`src/rtl/program_loader_pkg.sv`:
```
// Shared definitions for the boot-time program loader.
// Holds the halfword/word widths, the loader FSM state enum and the image bound.
package program_loader_pkg;

    localparam int HALF_WORD_W = 16;
    localparam int WORD_W      = 32;

    // Largest image accepted; matches the instruction RAM depth.
    localparam int LOADER_MAX_HALFWORDS = 512;

    typedef enum logic [2:0] {
        IDLE,
        LEN_LO,
        LEN_HI,
        DATA_LO,
        DATA_HI,
        CHECK,
        DONE,
        ERROR
    } loader_state_e;

    // States in which the loader consumes stream bytes.
    function automatic logic is_receiving(loader_state_e s);
        return (s == LEN_LO) || (s == LEN_HI) || (s == DATA_LO) ||
               (s == DATA_HI) || (s == CHECK);
    endfunction

endpackage

```
`src/rtl/program_loader.sv`:
```
// Boot loader: parses a framed byte stream (length, LE halfwords, XOR checksum),
// writes each halfword to instruction memory and holds the core until a good load.
// Ports:
//   clk_i, reset_n_i (async active-low), start_i         - control
//   byte_valid_i, byte_i, byte_ready_o                   - byte stream handshake
//   program_mem_write_en_o, instruction_o, instruction_addr_o - memory write port
//   cpu_hold_o, busy_o, load_done_o, error_o             - status
module program_loader
    import program_loader_pkg::*;
#(
    parameter logic [WORD_W-1:0] BASE_ADDR     = '0,
    parameter int                MAX_HALFWORDS = LOADER_MAX_HALFWORDS
) (
    input  logic                   clk_i,
    input  logic                   reset_n_i,
    input  logic                   start_i,
    input  logic                   byte_valid_i,
    input  logic [7:0]             byte_i,
    output logic                   byte_ready_o,
    output logic                   program_mem_write_en_o,
    output logic [HALF_WORD_W-1:0] instruction_o,
    output logic [WORD_W-1:0]      instruction_addr_o,
    output logic                   cpu_hold_o,
    output logic                   busy_o,
    output logic                   load_done_o,
    output logic                   error_o
);

    loader_state_e state;
    loader_state_e state_next;

    logic [7:0]  len_lo;
    logic [7:0]  low_byte;
    logic [7:0]  chk;
    logic [15:0] remaining;
    logic [15:0] len_n;
    logic        len_bad;
    logic        chk_ok;
    logic        xfer;
    logic        start_ok;

    assign xfer     = byte_valid_i && byte_ready_o;
    assign len_n    = {byte_i, len_lo};
    assign len_bad  = (len_n == 16'd0) || (int'(len_n) > MAX_HALFWORDS);
    assign chk_ok   = (byte_i == chk);
    assign start_ok = start_i &&
                      ((state == IDLE) || (state == DONE) || (state == ERROR));

    always_comb begin
        state_next   = state;
        byte_ready_o = is_receiving(state);
        busy_o       = is_receiving(state);
        unique case (state)
            IDLE, DONE, ERROR: begin
                if (start_i) state_next = LEN_LO;
            end
            LEN_LO: begin
                if (xfer) state_next = LEN_HI;
            end
            LEN_HI: begin
                if (xfer) state_next = len_bad ? ERROR : DATA_LO;
            end
            DATA_LO: begin
                if (xfer) state_next = DATA_HI;
            end
            DATA_HI: begin
                if (xfer) state_next = (remaining == 16'd1) ? CHECK : DATA_LO;
            end
            CHECK: begin
                if (xfer) state_next = chk_ok ? DONE : ERROR;
            end
            default: state_next = IDLE;
        endcase
    end

    always_ff @(posedge clk_i or negedge reset_n_i) begin
        if (!reset_n_i) state <= IDLE;
        else            state <= state_next;
    end

    always_ff @(posedge clk_i or negedge reset_n_i) begin
        if (!reset_n_i) begin
            len_lo                 <= '0;
            low_byte               <= '0;
            chk                    <= '0;
            remaining              <= '0;
            program_mem_write_en_o <= 1'b0;
            instruction_o          <= '0;
            instruction_addr_o     <= BASE_ADDR;
            cpu_hold_o             <= 1'b1;
            load_done_o            <= 1'b0;
            error_o                <= 1'b0;
        end else begin
            program_mem_write_en_o <= 1'b0;
            load_done_o            <= 1'b0;

            // Address moves on only after the strobe cycle has been seen.
            if (program_mem_write_en_o)
                instruction_addr_o <= instruction_addr_o + 1'b1;

            if (start_ok) begin
                remaining          <= '0;
                chk                <= '0;
                error_o            <= 1'b0;
                instruction_addr_o <= BASE_ADDR;
                cpu_hold_o         <= 1'b1;
            end

            if (xfer) begin
                unique case (state)
                    LEN_LO: len_lo <= byte_i;
                    LEN_HI: begin
                        remaining <= len_n;
                        if (len_bad) error_o <= 1'b1;
                    end
                    DATA_LO: begin
                        low_byte <= byte_i;
                        chk      <= chk ^ byte_i;
                    end
                    DATA_HI: begin
                        instruction_o          <= {byte_i, low_byte};
                        program_mem_write_en_o <= 1'b1;
                        remaining              <= remaining - 16'd1;
                        chk                    <= chk ^ byte_i;
                    end
                    CHECK: begin
                        if (chk_ok) begin
                            load_done_o <= 1'b1;
                            cpu_hold_o  <= 1'b0;
                        end else begin
                            error_o <= 1'b1;
                        end
                    end
                    default: ;
                endcase
            end
        end
    end

endmodule

```
`config.mk`:
```
export PLATFORM = sky130hd
export DESIGN_NAME = program_loader
export DESIGN_NICKNAME = d
export VERILOG_FILES = /design/src/rtl/program_loader_pkg.sv /design/src/rtl/program_loader.sv
export SDC_FILE = /design/constraint.sdc
export NUM_CORES = 1
export LEC_CHECK = 0
export CORE_MARGIN = 2
export CORE_UTILIZATION = 35
export CTS_CLUSTER_SIZE = 20
export DETAILED_ROUTE_END_ITERATION = 10
export RECOVER_POWER = 25
export SLEW_MARGIN = 20
export SYNTH_ARGS = -nofsm -noshare
export SYNTH_HDL_FRONTEND = slang
export SYNTH_SLANG_ARGS = --single-unit
```
`constraint.sdc`:
```
create_clock -name clk_i -period 3.8 [get_ports clk_i]
set_clock_uncertainty 0.15 [all_clocks]
set_input_delay 0.38 -clock clk_i [delete_from_list [all_inputs] [get_ports clk_i]]
set_output_delay 0.38 -clock clk_i [all_outputs]
set_load 0.05 [all_outputs]
```
======== Word-level counts from Yosys, hierarchy flattened ========
Index checks and enable logic that the tools add are counted.
word-level totals
  register bits ........................... 95
  bits of input ports ..................... 12
  output and inout bits ................... 54
  word-level logic and storage cells ...... 80
cells by class
  add/sub/neg operators ................... 2
  magnitude comparators ................... 1
  equal/unequal tests ..................... 15
  multiplexer cells ....................... 32
  bitwise logic cells ..................... 1
  reduce and logical (&&, ||, !) cells .... 18
operator list
  kind                                                                                number
  32-bit 2-to-1 mux                                                                   2
  32-bit by 1-bit adder with 32-bit output (second input constant)                    1
  16-bit 2-to-1 mux                                                                   2
  16-bit case mux with 2 select lines                                                 1
  3-bit 2-to-1 mux                                                                    8
  8-bit 2-to-1 mux                                                                    3
  3-bit case mux with 6 select lines                                                  1
  16-bit by 1-bit == test with 1-bit output (second input constant)                   1
  16-bit by 10-bit greater-than comparator with 1-bit output (second input constant)  1
  16-bit logical NOT                                                                  1
  16-bit by 1-bit subtractor with 16-bit output (second input constant)               1
  1-bit 2-to-1 mux                                                                    14
  3-bit == test (second input constant)                                               4
  2-bit inequality test (second input constant)                                       6
  8-bit == test                                                                       1
  8-bit XOR                                                                           1
  1-bit logical OR                                                                    7
  3-bit by 2-bit == test with 1-bit output (second input constant)                    2
  2-bit AND reduction                                                                 3
  6-bit AND reduction                                                                 1
  3-bit by 1-bit == test with 1-bit output (second input constant)                    1
  3-bit logical NOT                                                                   1
  3-bit OR reduction                                                                  1
  1-bit logical AND                                                                   2
  3 further kinds                                                                     3

======== Longest topological paths before layout ========
Gate-level depths: netlist of run 1.
  word-level depth ........................ 8
  mapped depth ............................ 8
  depth with buffers taken out ............ 6

======== Worst setup path after synthesis of run 1 ========
OpenSTA, ideal clock, no wires.
  path type ............................... register to output
  start point ............................. register state[0]
  end point ............................... output byte_ready_o
  arrival time ............................ 1.786 ns
  data required time ...................... 3.270 ns
  setup slack ............................. 1.484 ns
  cell stages (with the launch flop) ...... 5
  cells stage by stage .................... dfrtp_1 clkbuf_1 nor3_2 nor2_1 buf_4
between the ends
  cells in the longest elaborated chain, start to end .. 5
RTL lines
  item                                                                                                         line                  source
  start, declared                                                                                              program_loader.sv:29  loader_state_e state;
  start signal, assigned                                                                                       program_loader.sv:78  else state <= state_next;
  3-bit by 1-bit == test with 1-bit output / 3-bit by 2-bit == test with 1-bit output (equally long branches)  -
  1-bit logical OR (3 in series)                                                                               -
  1-bit logical OR (*)                                                                                         -
  end, declared                                                                                                program_loader.sv:19  output logic byte_ready_o,
Every way passes the cells marked *; elsewhere a longest branch is shown, timed or not.

======== Worst setup path after layout of run 1 ========
  start point ............................. register state[1]
  end point ............................... output byte_ready_o
between the ends
  cells in the longest elaborated chain, start to end .. 5
RTL lines
  item                                                                                                         line                      source
  3-bit by 1-bit == test with 1-bit output / 3-bit by 2-bit == test with 1-bit output (equally long branches)  program_loader_pkg.sv:24  return (s == LEN_LO) || (s == LEN_HI) || (s == DATA_LO) ||
  1-bit logical OR (3 in series)                                                                               program_loader_pkg.sv:24
  1-bit logical OR (*)                                                                                         program_loader_pkg.sv:25  (s == DATA_HI) || (s == CHECK);
Marked as above.

==> results of run 1 <==
[metrics by stage]
stage,setup WS (ns),cells
floorplan,1.485,477
global placement,1.226,700
detailed placement,1.178,700
CTS,0.7928,717
global route,0.6436,717
finish,0.7849,717
[critical path: stages, from the launching register on]
cell	delay [ns]
dfrtp_1	0.51
nor3_2	0.62
nor2_1	0.24
clkdlybuf4s50_1	0.75
[cell usage after synthesis (10+ instances only)]
| master | count | area share [%] |
|---|---|---|
| nor3_1 | 12 | 1.3 |
| or4_1 | 15 | 2.4 |
| a21oi_1 | 30 | 3.2 |
| clkbuf_1 | 13 | 1.0 |
| mux2_2 | 16 | 3.8 |
| dfrtp_1 | 94 | 49 |
| xnor2_1 | 11 | 2.0 |
| buf_2 | 10 | 1.1 |
| a221o_1 | 12 | 2.5 |
| xor2_1 | 13 | 2.4 |
| nor4_1 | 10 | 1.3 |
| nand2_1 | 70 | 5.5 |
| nor2_1 | 28 | 2.2 |
| o31ai_1 | 15 | 2.4 |
| o21ai_0 | 17 | 1.8 |
[worst paths after layout]
kind | startpoint | to | slack (ns)
worst min register to register | low_byte[4] | instruction_o[4] | 0.32
worst max-delay path | state[1] | byte_ready_o | 0.78
worst min-delay path | low_byte[4] | instruction_o[4] | 0.32
min in group asynchronous | reset_n_i | load_done_o | 0.74
max in group asynchronous | reset_n_i | low_byte[1] | 1.24
worst max register to register | remaining[0] | remaining[14] | 1.44
[routing by layer]
layer | up-vias | GRT usage, %
met5 | - | 0
met4 | 0 | 3.488
met1 | 1985 | 23.64
met3 | 11 | 5.330
li1 | 1881 | -
met2 | 103 | 27.54
[kinds of logic (layout without fill, tap and decap cells)]
| group | after synthesis | after routing |
|---|---|---|
| AOI/OAI and AO/OA | 107 | 107 |
| xor gates and xnor gates | 24 | 24 |
| adders and majority gates | 3 | 3 |
| buffers and inverters | 36 | 100 |
| DFF | 95 | 95 |
| muxes | 19 | 19 |
| and+or+nand+nor | 193 | 193 |
[area by class of cell]
| class | instances | area (sq um) | share of cell area (%) |
|---|---|---|---|
| clock buffers | 11 | 252.7 | 4.282 |
| clock inverters | 5 | 56.30 | 0.9540 |
| inverters | 10 | 37.54 | 0.6360 |
| multi-input cells | 346 | 2245 | 38.03 |
| flip-flops and latches | 95 | 2379 | 40.30 |
| well taps | 176 | 220.2 | 3.731 |
| repair buffers | 74 | 711.9 | 12.06 |
[registers in the layout, summed over array words and instances (netlist names)]
register	flops
instruction_addr_o	32
instruction_o	16
remaining	16
chk	8
len_lo	8
low_byte	8
state	3
cpu_hold_o	1
error_o	1
load_done_o	1
program_mem_write_en_o	1
[where the power goes]
part	switching, uW	internal (uW)
logic	1060	692
registers	317	1330
clock network	391	545
==> results.cfg, run 1 <==
[outcome]
status = complete, no violations

[routing]
wl_per_cell_microns = 16.88
dr.pass1.iters = 6
dr_wl_met3_microns = 782
postRouteAntennaNets = 0
vias = 3980
wl_met2_mm = 5.658
drt_iter0_drc = 366
drc = 0
viasPerCell = 5.551
drt-met1-wl_mm = 5.576
wl_mm = 12.11
top_layer_used = met4

[hold_path]
hold_class = register to register
min_path_cells = 2

[final_layout]
fin_util_pct = 44.39
final_common_cell = dfrtp_1
diodes = 0
layout.cells.most_common_list = 94 x dfrtp_1, 70 x nand2_1, 64 x clkdlybuf4s50_1
design_area_sq_mm = 0.005902
drive_gt1_share_pct = 9.797
fillers = 1291
area_delta_synth_final_pct = 23.84
nNetsFinal = 551

[synthesis]
async_reset_ff_share_pct = 100.0
synth_xor_area_share_pct = 4.411
yosysUniqueCellTypes = 59
ys_ff_latch = 95
syn_area_per_cell_sq_um = 9.991
syn_nets = 492
synthMuxAreaShare_pct = 4.411
syn_area_sq_mm = 0.004766
synth_top_family_by_area = simple AND/OR/NAND/NOR gates
synth_cells = 477
synth_compound_area_share_pct = 15.36
yosysWarnings = 0
synth_flop_cell = dfrtp_1
synth_adder_area_share_pct = 0.7876
synth_edf_count = 0
seq_area_frac_synth_pct = 49.91
synth-simple-area-share_pct = 21.95

[grt]
antenna_found_initial = 0
grt_pass1_wl_mm = 20.11
grt_pass1_vias = 3883
gr-usage-all-layers_pct = 17.39
grt-ovfl-total = 0
grt_max_degree = 54

[cts]
root_buffer = clkbuf_16
clockBufferDepth = 2
clock-sinks = 95
post_cts.repair.setup_buffers = 0
hold_buffers = 1
htree_levels = 3
insertion_delay_ns = 0.34
cts.reportedPaths.clkPinSlew_ns = 0.07
numCtsBuffers = 9
cts_tree = built
post_cts_resized = 0

[die]
core_sq_mm = 0.01330
num_rows = 42
die_h_microns = 120.7
start_util_pct = 35.85
ios = 66
die-area_sq_mm = 0.01457
die_w_microns = 120.7

[sta]
rsz0062_at_grt = no
max_slew_margin_pct = 9.126
finalSetupTns_ns = 0
max_freq_mhz = 331.7
worst_hold_slack_ns = 0.3191
finalSetupViolations = 0
final_hold_viol_count = 0
finalMaxSlewViolations = 0
worst_slew_pin_slew_ns = 1.363
fin_crit_ns = 3.015
min_period_over_period_pct = 79.34

[pwr]
p_total_uw = 4332
leakage_uw = 0.002484
max-vdd-ir-drop_uv = 576.1
pwr_density_cell_mw_per_mm2 = 733.9

[placement]
port_buffers = 65
dpl.hpwl_mm = 8.062
place_congestion = 0.8283
dpl-instance-area_sq_mm = 0.005589

[worst_setup_path]
required_ns = 3.27
critPathKind = register to output pin
path_max_fanout = 13
worst_setup_path_end_kind = output pin
critPathArrivalTime_ns = 2.49
worst_setup_path_start_kind = register
ff2ff_path_depth = 6

[flow_run]
maxCapViolations = 0
No activity file was read; power rests on OpenSTA's default activity.
==> inputs of run 2 (changes only) <==
==> constraint.sdc (replaced) <==
create_clock -name clk_i -period 2.9 [get_ports clk_i]
set_clock_uncertainty 0.15 [all_clocks]
set_input_delay 0.29 -clock clk_i [delete_from_list [all_inputs] [get_ports clk_i]]
set_output_delay 0.29 -clock clk_i [all_outputs]
set_load 0.05 [all_outputs]
==> run 2 against run 1 <==
Via count up 1.5%. Final cell count is 1.3% higher. Clock-buffer cell count grew 1. Wire length is 0.98% higher. Clock power up 46%. Hold slack got worse by 0.0083 ns. Non-clock buffer count is 10 higher. Highest routed layer unchanged. Die area stayed put.
==> results.cfg, run 2 (synthesis gave the netlist of run 1 again) <==
[routing]
drc = 0
postRouteAntennaNets = 0
vias = 4040
wl_mm = 12.23
wl_per_cell_microns = 16.84
viasPerCell = 5.565
drt_iter0_drc = 405
dr.pass1.iters = 5

[placement]
place_congestion = 0.8203
port_buffers = 65
dp.cells = 710
dpl.hpwl_mm = 8.368
dpl-instance-area_sq_mm = 0.005677
place_ws_ns = 0.3920

[worst_setup_path]
worst_setup_path_start_kind = register
crit_chain = and2_1 > nor2_1 > dlymetal6s2s_1
critPathKind = register to output pin
slowest_delay_ns = 0.55
required_ns = 2.46
critPathArrivalTime_ns = 2.00
path_delay_family = simple AND/OR/NAND/NOR gates
path_max_fanout = 14
r2r_end = instruction_addr_o[23]
worst_setup_path_end_kind = output pin
cp_num_buf_inv = 1
ff2ff_path_depth = 4
r2r_start = program_mem_write_en_o
rrSetupSlack_ns = 0.57
cpMaxStageDelayCell = dfrtp_1

[cts]
numCtsBuffers = 9
clock-sinks = 95
insertion_delay_ns = 0.34
cts.reportedPaths.clkPinSlew_ns = 0.06
root_buffer = clkbuf_16
htree_levels = 3
clockBufferDepth = 2
post_cts.repair.setup_buffers = 0
cts_tree = built

[sta]
worst_slack_ns = 0.4560
rsz0062_at_grt = no
finalMaxSlewViolations = 0
min_period_over_period_pct = 84.27
max_freq_mhz = 409.2
finalSetupViolations = 0
fin_crit_ns = 2.444
worst_slew_pin_slew_ns = 1.251
max_slew_margin_pct = 16.58
final_hold_viol_count = 0
finalSetupTns_ns = 0

[final_layout]
nNetsFinal = 561
drive_gt1_share_pct = 11.27
final_common_cell = dfrtp_1
largest_reg_flops = 32
design_area_sq_mm = 0.006030
top_register = instruction_addr_o
area_delta_synth_final_pct = 26.52
reg_top3 = instruction_addr_o x32, instruction_o x16, remaining x16
fin_util_pct = 45.35
finalNonFillerCells = 726
diodes = 0
layout.cells.most_common_list = 94 x dfrtp_1, 70 x nand2_1, 62 x clkdlybuf4s50_1

[hold_path]
min_path_cells = 2
hold_class = register to register
hold_start = low_byte[4]
min_to = instruction_o[4]

[pwr]
max-vdd-ir-drop_uv = 668.7
pwr_density_cell_mw_per_mm2 = 977.8
leakage_uw = 0.002567

[grt]
grt_max_degree = 50
gr-usage-all-layers_pct = 17.55
grt_pass1_wl_mm = 20.33
grt_pass1_vias = 3899
grt-ovfl-total = 0
antenna_found_initial = 0

[die]
num_rows = 42
die_h_microns = 120.7
start_util_pct = 35.85
ios = 66
die_w_microns = 120.7
core_sq_mm = 0.01330
die-area_sq_mm = 0.01457

[outcome]
status = complete, no violations

[flow_run]
maxCapViolations = 0
==> run 2: cell count changes in the layout (fill, tap and decap cells not counted), sizes merged <==
cell / delta
clkinv: -3
dlymetal6s2s: +2
bufinv: +2
buf: +10
clkinvlp: -1
clkbuf: +1
clkdlybuf4s50: -2
==> run 2: layout make-up <==
| class | instances | area (sq um) |
|---|---|---|
| clock buffers | 12 | 256.5 |
| clock inverters | 3 | 90.09 |
| fillers | 1258 | 7266 |
| inverters | 10 | 37.54 |
| multi-input cells | 346 | 2251 |
| flip-flops and latches | 95 | 2379 |
| well taps | 176 | 220.2 |
| repair buffers | 84 | 795.8 |
==> run 2: worst max path at each step <==
stage / from / to / slack [ns] / cells after the start
floorplan: instruction_addr_o[0] / instruction_addr_o[20] / 0.61 / 5
global placement: byte_valid_i / remaining[10] / 0.43 / 6
detailed placement: byte_valid_i / remaining[10] / 0.39 / 6
CTS: state[2] / byte_ready_o / 0.05 / 3
global route: reset_n_i / instruction_addr_o[24] / 0.25 / 3
finish: state[2] / byte_ready_o / 0.46 / 3
==> run 2: report_power, final <==
group          switching, uW  total [uW]  internal [uW]
registers                425        2160           1740
logic                   1400        2360            959
clock network            483        1370            885
==> run 2: through the flow <==
step / total power [uW] / hold WS, ns
global route: 6277 / 0.3472
floorplan: 3763 / -0.1556
finish: 5895 / 0.3107
detailed placement: 4525 / 0.2159
CTS: 5932 / 0.3236
global placement: 4487 / 0.2121
==> run 2: timing repair <==
item                                    in CTS  in global routing
hold buffers                                 1                  0
endpoints found under the setup margin       0                  2
resized for setup                            0                  3
endpoints found under the hold margin       48                  0
==> run 2: worst min-delay path, stage by stage, from the launching register on <==
cell	delay, ns
dfrtp_1	0.34
nand2_1	0.05
nand2_1	0.05
==> run 2: routing by layer <==
metal / part of all wire (%) / GRT usage, %
met4: 0.95 / 4.506
met1: 48 / 24.65
met3: 5.2 / 4.764
met5: 0 / 0
met2: 46 / 26.84
